File: src/rtl/seg_mux_scanner.sv
// Multiplexed 7-segment scanner: prescaled digit slots, per-frame snapshot.
// Optional leading-zero suppression with SEG_LZ_BLANK_EN.
module seg_mux_scanner #(
   parameter int NDIGITS  = 4,
   parameter int PRESCALE = 100000,
   parameter int GUARD    = 16
) (
   input  logic                 clk,
   input  logic                 rst,
   input  logic [4*NDIGITS-1:0] digits,
   input  logic [NDIGITS-1:0]   dp_in,
   input  logic                 blank,
   output logic                 segA,
   output logic                 segB,
   output logic                 segC,
   output logic                 segD,
   output logic                 segE,
   output logic                 segF,
   output logic                 segG,
   output logic                 segDP,
   output logic [NDIGITS-1:0]   anode,
   output logic                 frame_tick
);

   localparam int CW = (PRESCALE > 1) ? $clog2(PRESCALE) : 1;
   localparam int IW = (NDIGITS > 1) ? $clog2(NDIGITS) : 1;

   logic [CW-1:0]        cnt;
   logic [IW-1:0]        idx;
   logic [4*NDIGITS-1:0] snap;
   logic [NDIGITS-1:0]   dpSnap;

   logic                 slotEnd;
   logic                 frameEnd;
   logic                 lit;
   logic [3:0]           curDigit;
   logic [6:0]           decoded;
   logic [6:0]           segNext;
   logic [NDIGITS-1:0]   oneHot;
`ifdef SEG_LZ_BLANK_EN
   logic [NDIGITS-1:0]   lzMask;
   logic                 allZero;
`endif

   always_comb begin
      slotEnd  = (cnt == CW'(PRESCALE - 1));
      frameEnd = slotEnd && (idx == IW'(NDIGITS - 1));
      lit      = !blank && (cnt >= CW'(GUARD));
      curDigit = snap[4*idx +: 4];
      oneHot   = '0;
      oneHot[idx] = 1'b1;
      // bit 6 = A ... bit 0 = G
      unique case (curDigit)
         4'd0:    decoded = 7'h7E;
         4'd1:    decoded = 7'h30;
         4'd2:    decoded = 7'h6D;
         4'd3:    decoded = 7'h79;
         4'd4:    decoded = 7'h33;
         4'd5:    decoded = 7'h5B;
         4'd6:    decoded = 7'h5F;
         4'd7:    decoded = 7'h70;
         4'd8:    decoded = 7'h7F;
         4'd9:    decoded = 7'h7B;
         default: decoded = 7'h01;
      endcase
`ifdef SEG_LZ_BLANK_EN
      // A digit is a leading zero if it and everything above it is zero.
      allZero = 1'b1;
      lzMask  = '0;
      for (int i = NDIGITS - 1; i > 0; i--) begin
         allZero   = allZero && (snap[4*i +: 4] == 4'd0);
         lzMask[i] = allZero;
      end
      segNext = lzMask[idx] ? 7'h00 : decoded;
`else
      segNext = decoded;
`endif
   end

   always_ff @(posedge clk) begin
      if (rst) begin
         cnt        <= '0;
         idx        <= '0;
         snap       <= '0;
         dpSnap     <= '0;
         anode      <= '0;
         {segA, segB, segC, segD, segE, segF, segG} <= 7'h00;
         segDP      <= 1'b0;
         frame_tick <= 1'b0;
      end else begin
         frame_tick <= frameEnd;
         cnt        <= slotEnd ? '0 : cnt + CW'(1);
         if (slotEnd)
            idx <= frameEnd ? '0 : idx + IW'(1);
         if (frameEnd) begin
            snap   <= digits;
            dpSnap <= dp_in;
         end
         anode <= lit ? oneHot : '0;
         {segA, segB, segC, segD, segE, segF, segG} <= lit ? segNext : 7'h00;
         segDP <= lit && dpSnap[idx];
      end
   end

endmodule

File: config.mk
export PLATFORM = sky130hd
export DESIGN_NAME = seg_mux_scanner
export DESIGN_NICKNAME = d
export VERILOG_FILES = /design/src/rtl/seg_mux_scanner.sv
export SDC_FILE = /design/constraint.sdc
export NUM_CORES = 1
export LEC_CHECK = 0
export ABC_AREA = 1
export CELL_PAD_IN_SITES_DETAIL_PLACEMENT = 0
export CELL_PAD_IN_SITES_GLOBAL_PLACEMENT = 1
export CORE_ASPECT_RATIO = 1.1
export CORE_MARGIN = 10
export CORE_UTILIZATION = 25
export DETAILED_ROUTE_END_ITERATION = 6
export PLACE_DENSITY = 0.66
export SLEW_MARGIN = 25
export SYNTH_ARGS = -nofsm -noshare
export SYNTH_HDL_FRONTEND = slang
export SYNTH_SLANG_ARGS = --single-unit
File: constraint.sdc
create_clock -name clk -period 2.26 [get_ports clk]
set_input_delay 0.452 -clock clk [delete_from_list [all_inputs] [get_ports clk]]
set_output_delay 0.452 -clock clk [all_outputs]
set_load 0.01 [all_outputs]
==> results of run 1 <==
how the worst max path moves through the flow:
stage | start | to
floorplan | idx[1] | segD
global placement | idx[0] | segD
detailed placement | idx[0] | segF
CTS | idx[0] | segF
global route | idx[0] | segF
finish | idx[0] | segF
cells by family after synthesis:
family	after synthesis
compound gates	29
xor+xnor	3
fa+ha+maj	12
buf+inv	62
flops	52
simple gates	206
metal layers:
metal | track usage [%] | wire (µm) | vias up
li1 | - | - | 1187
met1 | 10.2 | 2790 | 923
met2 | 13.3 | 2650 | 26
met3 | 2.55 | 259 | 5
met4 | 2.70 | 67 | 0
met5 | 0 | 0 | -
through the flow:
step	cells	hold WS [ns]	total power, mW	instance area [µm²]
5_1_grt	520	0.505	1.54	3060
2_1_floorplan	364	0.417	0.963	2490
3_3_place_gp	515	0.432	1.01	2990
4_1_cts	520	0.459	1.51	3060
3_5_place_dp	515	0.445	1.01	2990
6_report	520	0.459	1.48	3060
power by group through the flow:
stage               combinational, mW  sequential (mW)  clock (mW)
global placement               0.0653            0.945           0
CTS                            0.0654            0.924       0.520
floorplan                      0.0189            0.945           0
finish                         0.0646            0.924       0.492
global route                   0.0712            0.925       0.549
detailed placement             0.0652            0.945           0
layout by cell type, fill, tap and decap left out, types with 5 or more instances in the layout:
master	n
nand4_1	6
inv_1	48
nand2_1	115
ha_1	12
clkdlybuf4s50_1	35
nor2_1	48
clkbuf_8	5
dfxtp_1	52
a21oi_1	22
nand3_1	25
buf_4	5
o21ai_0	5
nor3_1	5
cell type report:
type / instances / area [µm²] / area share, %
Multi-Input combinational cell: 250 / 1210 / 39.6
Timing Repair Buffer: 40 / 388 / 12.7
Tap cell: 120 / 150 / 4.91
Inverter: 53 / 199 / 6.51
Sequential cell: 52 / 1040 / 34.1
Clock buffer: 5 / 68.8 / 2.25
registers in the layout (all words and copies together) (netlist names), 2 cells and up:
register	cells
cnt	17
snap	16
anode	4
dpSnap	4
idx	2
worst max-delay path, stage by stage (launching register included):
cell	delay [ns]
dfxtp_1	0.62
inv_1	0.21
nand2_1	0.10
nand3_1	0.07
nand2_1	0.17
inv_1	0.12
ha_1	0.19
inv_1	0.05
nand3_1	0.09
nand2_1	0.08
nand2_1	0.05
a21oi_1	0.12
==> impl_metrics.yaml, run 1 <==
critical_path:
  end_kind: "register"
  rr_worst_depth: 11
  crit_type: "register to register"
  critPathLaunchType: "register"
  reg2reg_slack_ns: 0.31
  cp_max_fo: 15
  reg2reg_to: "segF"
  required_ns: 2.49
  r2r_start: "idx[0]"
  arrival_ns: 2.17
detailed_routing:
  wl_um: 5770
  vias_per_cell: 4.12
  vias: 2141
  dr.pass1.iters: 4
  ant_nets: 0
  drcViolationCount: 0
  wl_per_cell_um: 11.1
  drtIter0Drc: 61
timing:
  rsz0062_at_grt: "false"
  max_clock_freq_mhz: 514
  slew_viol_final: 0
  worst_pin_slew_ns: 0.463
  layout_setup_ws_ns: 0.313
  period_needed_ns: 1.95
  fin_skew_ns: 0.00594
  setup_tns_ns: 0
  fin_crit_sh_pct: 86.1
  finalSetupViolCount: 0
  slew_headroom_pct: 69.1
  finalHoldViolations: 0
logic_synthesis:
  ys.flop_type: "dfxtp_1"
  synth_top_family_by_area: "simple AND/OR/NAND/NOR gates"
  muxShareOfSynthArea_pct: 0
  synthTopCellsByArea: "dfxtp_1, nand2_1, inv_1, nor2_1, ha_1"
  synth_compound_area_share_pct: 6.07
  yosys_warnings: 0
  synth_edf_count: 0
  synth_nets: 399
  yosys.area_share.adder_pct: 6.02
  synthCells: 364
  synthesis.area_mm2: 0.00249
  synth_cell_types: 23
  synth-simple-area-share_pct: 35.3
  synth-seq-cells: 52
  async_flop_share_pct: 0
  yosys.area.top_type: "dfxtp_1"
  syn_avg_cell_area_um2: 6.85
  synth_top_cell_area_share_pct: 41.7
  ys_top_cells_by_count: "nand2_1, dfxtp_1, inv_1, nor2_1, nand3_1"
  synth.most_common_cell: "nand2_1"
  ys_seq_area_share_pct: 41.7
  synth_xor_area_share_pct: 1.05
finish:
  fin_nets: 437
  post-route-util_pct: 31.2
  synthToLayoutAreaGrowth_pct: 22.5
  diodes: 0
  drive_gt1_share_pct: 5.25
  nFillCells: 1093
global_routing:
  grt_overflow: 0
  antenna_found_initial: 0
  grt_pass1_vias: 2150
  grt_usage_pct: 8.29
  grt_max_degree: 30
  grt_pass1_wl_um: 9980
floorplan:
  die_x_um: 115
  boundaryPins: 36
  die_h_um: 125
  initial_core_util_pct: 25.5
  fp.dieArea_mm2: 0.0144
  core-area_mm2: 0.00979
  rows: 38
placed_design:
  dp_hpwl_um: 4430
  place_ws_ns: 0.307
  place_congestion: 0.816
  port_buffers: 35
run:
  maxCapViolCount: 0
min_path:
  hold_class: "register to register"
  min-delay-start: "cnt[0]"
  min_path_cells: 1
  min_to: "cnt[0]"
clocking:
  htree_num_levels: 2
  cts_sinks: 52
  numCtsBuffers: 5
  cts_buffer_depth: 2
  root_buffer: "clkbuf_8"
  clkTransAtPathRegs_ns: 0.09
  ctsResizeCount: 0
  clk_latency_ns: 0.30
  cts_tree: "built"
  cts_setup_buffers: 0
  hold_buffers: 0
power:
  p_switching_mw: 0.320
  clockPowerShare_pct: 33.2
  seq_power_share_pct: 62.4
  combPwrFrac_pct: 4.4
  worst_ir_drop_vdd_mv: 0.226
  swShare_pct: 21.6
  leakagePower_nw: 1.38
  power_density_mw_per_mm2: 485
  p_int_mw: 1.16
run_status:
  status: "complete, no violations"
(Power assumes the default switching activity.)
==> run 2, diff against run 1 <==
- CTS_CLUSTER_SIZE: not set -> 28
==> results of run 2 <==
The final DEF is identical to that of run 1; final timing and power are the same.
==> run 3, diff against run 2 <==
- PLACE_DENSITY: 0.66 -> not set
- PLACE_DENSITY_LB_ADDON: not set -> 0.05
==> impl_metrics.yaml, run 3 (synthesized netlist as in run 1, its figures left out) <==
run_status:
  status: "complete, no violations"
finish:
  largestRegisters: "cnt (17), snap (16)"
  fin_nets: 437
  nFillCells: 1119
  regMostFlops: "cnt"
  final_cells: 522
  final_common_cell: "nand2_1"
  layout_common_cells: "nand2_1, dfxtp_1, inv_1, nor2_1, clkdlybuf4s50_1"
  drive_gt1_share_pct: 5.72
  largest_reg_flops: 17
  regArea_mm2: 0.00104
  synthToLayoutAreaGrowth_pct: 23.2
  multiInputGateArea_mm2: 0.00122
  diodes: 0
power:
  p_int_mw: 1.17
  clockPowerShare_pct: 34.7
  seq_power_share_pct: 61.1
  swShare_pct: 22.5
  combPwrFrac_pct: 4.2
  p_switching_mw: 0.341
  power_density_mw_per_mm2: 492
  worst_ir_drop_vdd_mv: 0.216
  leakagePower_nw: 1.38
  power_mw: 1.51
clocking:
  numCtsBuffers: 5
  htree_num_levels: 2
  root_buffer: "clkbuf_8"
  cts_sinks: 52
  cts_buffer_depth: 2
  ctsResizeCount: 0
  clk_latency_ns: 0.30
  cts_tree: "built"
  cts_setup_buffers: 0
  clkTransAtPathRegs_ns: 0.10
  hold_buffers: 0
critical_path:
  cp_max_fo: 9
  required_ns: 2.49
  crit_type: "register to register"
  critPathLaunchType: "register"
  cp_slowest_cell: "dfxtp_1"
  arrival_ns: 2.17
  cp_common_cell: "nand2_1"
  path_delay_family: "compound AO/OA/AOI/OAI gates"
  critPathBufInv: 2
  crit_path_cell_trace: "clkinv_1 -> a32oi_2 -> inv_1 -> ha_1 -> nand3_1 -> nand2_1 -> nand2_1 -> a21oi_1"
  end_kind: "register"
  cpPeakStageDelay_ns: 0.46
floorplan:
  rows: 38
  core-area_mm2: 0.00979
  boundaryPins: 36
  die_x_um: 115
  fp.dieArea_mm2: 0.0144
  die_h_um: 125
  initial_core_util_pct: 25.5
placed_design:
  place_ws_ns: 0.235
  port_buffers: 35
  place_congestion: 0.809
  place_inst: 515
  dp_hpwl_um: 4790
timing:
  worst_pin_slew_ns: 0.427
  setup_tns_ns: 0
  fin_skew_ns: 0.00822
  fin_crit_sh_pct: 86.1
  layout_setup_ws_ns: 0.313
  finalSetupViolCount: 0
  slew_viol_final: 0
  period_needed_ns: 1.95
  finalHoldViolations: 0
  max_clock_freq_mhz: 514
  slew_headroom_pct: 71.5
  rsz0062_at_grt: "false"
detailed_routing:
  wl_per_cell_um: 11.9
  vias_per_cell: 4.13
  dr.pass1.iters: 4
  vias: 2158
  ant_nets: 0
  drcViolationCount: 0
  drtIter0Drc: 57
  wl_um: 6230
global_routing:
  grt_overflow: 0
  grt_pass1_vias: 2245
  antenna_found_initial: 0
  grt_pass1_wl_um: 10800
  grt_usage_pct: 8.99
  grt_max_degree: 35
run:
  maxCapViolCount: 0
min_path:
  hold_class: "register to register"
==> run 3: cell types whose count changed in the layout (fill, tap and decap cells not counted) <==
cell	change
a32oi_1	-1
a32oi_2	+1
clkbuf_1	+1
clkinv_2	+1
==> run 3: metrics by stage <==
step                hold slack, ns  utilization (%)  cell area, µm²
finish                       0.454             31.4            3070
global route                 0.475             31.4            3070
CTS                          0.460             31.3            3060
detailed placement           0.444             30.5            2990
global placement             0.431             30.5            2990
floorplan                    0.417                -            2490
==> run 3: power by group through the flow <==
stage | Clock [mW] | Sequential, mW | Combinational [mW]
5_1_grt | 0.586 | 0.925 | 0.0696
3_5_place_dp | 0 | 0.946 | 0.0654
2_1_floorplan | 0 | 0.945 | 0.0189
3_3_place_gp | 0 | 0.945 | 0.0654
4_1_cts | 0.558 | 0.924 | 0.0656
6_report | 0.524 | 0.924 | 0.0641
==> run 3: layer usage <==
metal	GRT usage, %	up-vias	wire [µm]
li1	-	1189	-
met1	10.2	940	2800
met5	0	-	0
met3	2.02	7	150
met2	16.1	22	3200
met4	2.70	0	83
==> run 3: cell type report <==
cell class	instances	share of cell area, %
sequential	52	33.9
tap	120	4.89
clock inverter	1	0.163
multi-input combinational	250	39.6
inverter	53	6.48
timing repair buffer	40	12.6
clock buffer	6	2.36
==> run 3: path summary, 6_finish.rpt <==
kind / start / endpoint / slack (ns) / cells after the start
worst min register to register: cnt[0] / cnt[0] / 0.45 / 1
worst max register to register: idx[1] / segD / 0.31 / 8
worst max-delay path: idx[1] / segD / 0.31 / 8
worst min-delay path: cnt[0] / cnt[0] / 0.45 / 1
==> run 3: worst reg2reg max path: cells and delay by family, from the launching register on <==
family,cells,cell delay (ns)
compound gates,2,0.47
flops,1,0.46
buf+inv,2,0.42
fa+ha+maj,1,0.30
simple gates,3,0.21
==> edit: new RTL, settings of run 1 <==
Build with the macro `SEG_LZ_BLANK_EN` defined.
--- a/src/rtl/seg_mux_scanner.sv
+++ b/src/rtl/seg_mux_scanner.sv
@@ -1,5 +1,7 @@
 // Multiplexed 7-segment scanner: prescaled digit slots, per-frame snapshot.
 // Optional leading-zero suppression with SEG_LZ_BLANK_EN.
+`define SEG_LZ_BLANK_EN
+
 module seg_mux_scanner #(
    parameter int NDIGITS  = 4,
    parameter int PRESCALE = 100000,
Formal check against the unedited RTL: same outputs for any inputs over 10 cycles, from zero or initial values and one cycle with rst high; that may be too few to reach the edited logic, so the function may still have changed.
==> edit against run 1 <==
Sequential power about the same; wire length grew 6.7%; setup slack improved by 0.054 ns; critical path depth fell by 2; power grew 4.0%; cell area grew 3.0%; synthesized area rose by 2.9%; sequential cell count did not move; via count increased by 6.8%; non-clock buffer count did not move; critical endpoint is now segB$_SDFF_PP0_; largest cell class unchanged.
==> edit: results (changes against run 1) <==
set qor(status) {complete, no violations} ;# unchanged
set qor(metal3_wl_um) 360 ;# was 259 um
set qor(reg2regPathDepth) 9 ;# was 11
set qor(worstSetupStartpoint) {idx[1]$_SDFFE_PP0P_} ;# was idx[0]$_SDFFE_PP0P_
set qor(p_int_w) 0.00121 ;# was 0.00116 W
set qor(p_comb_w) 0.0000648 ;# was 0.0000646 W
set qor(ir_worst_vdd_mv) 0.223 ;# was 0.226 mV
set qor(synth-seq-area-share_pct) 40.6 ;# was 41.7%
set qor(route.met2.wl_mm) 2.69 ;# was 2.65 mm
set qor(cpPeakStageDelay_ns) 0.51 ;# was 0.62 ns
set qor(cp_data_arrival_time_ns) 2.10 ;# was 2.17 ns
set qor(final_worst_hold_slack_ns) 0.472 ;# was 0.459 ns
set qor(period_minus_slack_ns) 1.89 ;# was 1.95 ns
set qor(placement.setup.worst_slack_ns) 0.389 ;# was 0.307 ns
set qor(worstSetupEndpoint) {segB$_SDFF_PP0_} ;# was segF$_SDFF_PP0_
set qor(net_count_of_the_mapped_netlist) 413 ;# was 399
set qor(grt_util_met1_pct) 11.2 ;# was 10.2%
set qor(worst-r2r-setup-slack_ns) 0.37 ;# was 0.31 ns
set qor(hold_start) {dpSnap[3]$_SDFFE_PP0P_} ;# was cnt[0]$_SDFF_PP0_
set qor(grt_usage_pct) 8.86 ;# was 8.29%
set qor(first_global_vias) 2335 ;# was 2150
set qor(detailedRoute.firstIterationViolations) 100 ;# was 61
set qor(number_of_instances_in_the_placed_design) 530 ;# was 515
set qor(synth.top_cells.by_count) {114 x sky130_fd_sc_hd__nand2_1, 59 x sky130_fd_sc_hd__nor2_1, 52 x sky130_fd_sc_hd__dfxtp_1} ;# was 115 x sky130_fd_sc_hd__nand2_1, 52 x sky130_fd_sc_hd__dfxtp_1, 48 x sky130_fd_sc_hd__inv_1, 48 x sky130_fd_sc_hd__nor2_1, 25 x sky130_fd_sc_hd__nand3_1
set qor(vias_per_cell) 4.25 ;# was 4.12
set qor(routed_wl_mm) 6.16 ;# was 5.77 mm
set qor(leakagePower_nw) 1.37 ;# was 1.38 nW
set qor(endpoint_of_the_worst_hold_timing_path) {dpSnap[3]$_SDFFE_PP0P_} ;# was cnt[0]$_SDFF_PP0_
set qor(wl_per_cell_um) 11.4 ;# was 11.1 um
set qor(first_pass_grt_wire_length_mm) 10.8 ;# was 9.98 mm
set qor(met1Wirelength_mm) 3.03 ;# was 2.79 mm
set qor(layout-drive-gt1-share_pct) 5.74 ;# was 5.25%
set qor(dpl.hpwl_mm) 4.87 ;# was 4.43 mm
set qor(hold-path-cell-count) 2 ;# was 1
set qor(crit_path_max_fanout) 9 ;# was 15
set qor(skew_ns) 0.00867 ;# was 0.00594 ns
set qor(worst_slew_pin_slew_ns) 0.652 ;# was 0.463 ns
set qor(grt_start_max_net_pins) 22 ;# was 30
[edit: cell count changes in the layout (fill, tap and decap cells not counted), moves of 2 or more]
cell                              run 1  this run
sky130_fd_sc_hd__a21oi_1             22        17
sky130_fd_sc_hd__nor3_1               5         7
sky130_fd_sc_hd__or2_2                0         2
sky130_fd_sc_hd__nand4_1              6         8
sky130_fd_sc_hd__clkbuf_1             0         2
sky130_fd_sc_hd__nor2_1              48        59
sky130_fd_sc_hd__nand3_1             25        33
sky130_fd_sc_hd__inv_1               48        44
[edit: cell families after synthesis]
kind of cell,count (synthesis),synth area share [%]
AND/OR/NAND/NOR,231,38.8
adder cells (fa/ha/maj),12,5.85
XOR/XNOR,3,1.02
AO/OA/AOI/OAI,24,4.93
buffers and inverters,56,8.78
flip-flops,52,40.6
[edit: cell type report]
class                      instances  area [um2]
clock buffer                       8        90.1
sequential                        52        1040
inverter                          48         180
tap                              120         150
fill                            1088        6790
multi-input combinational        270        1300
timing repair buffer              40         388
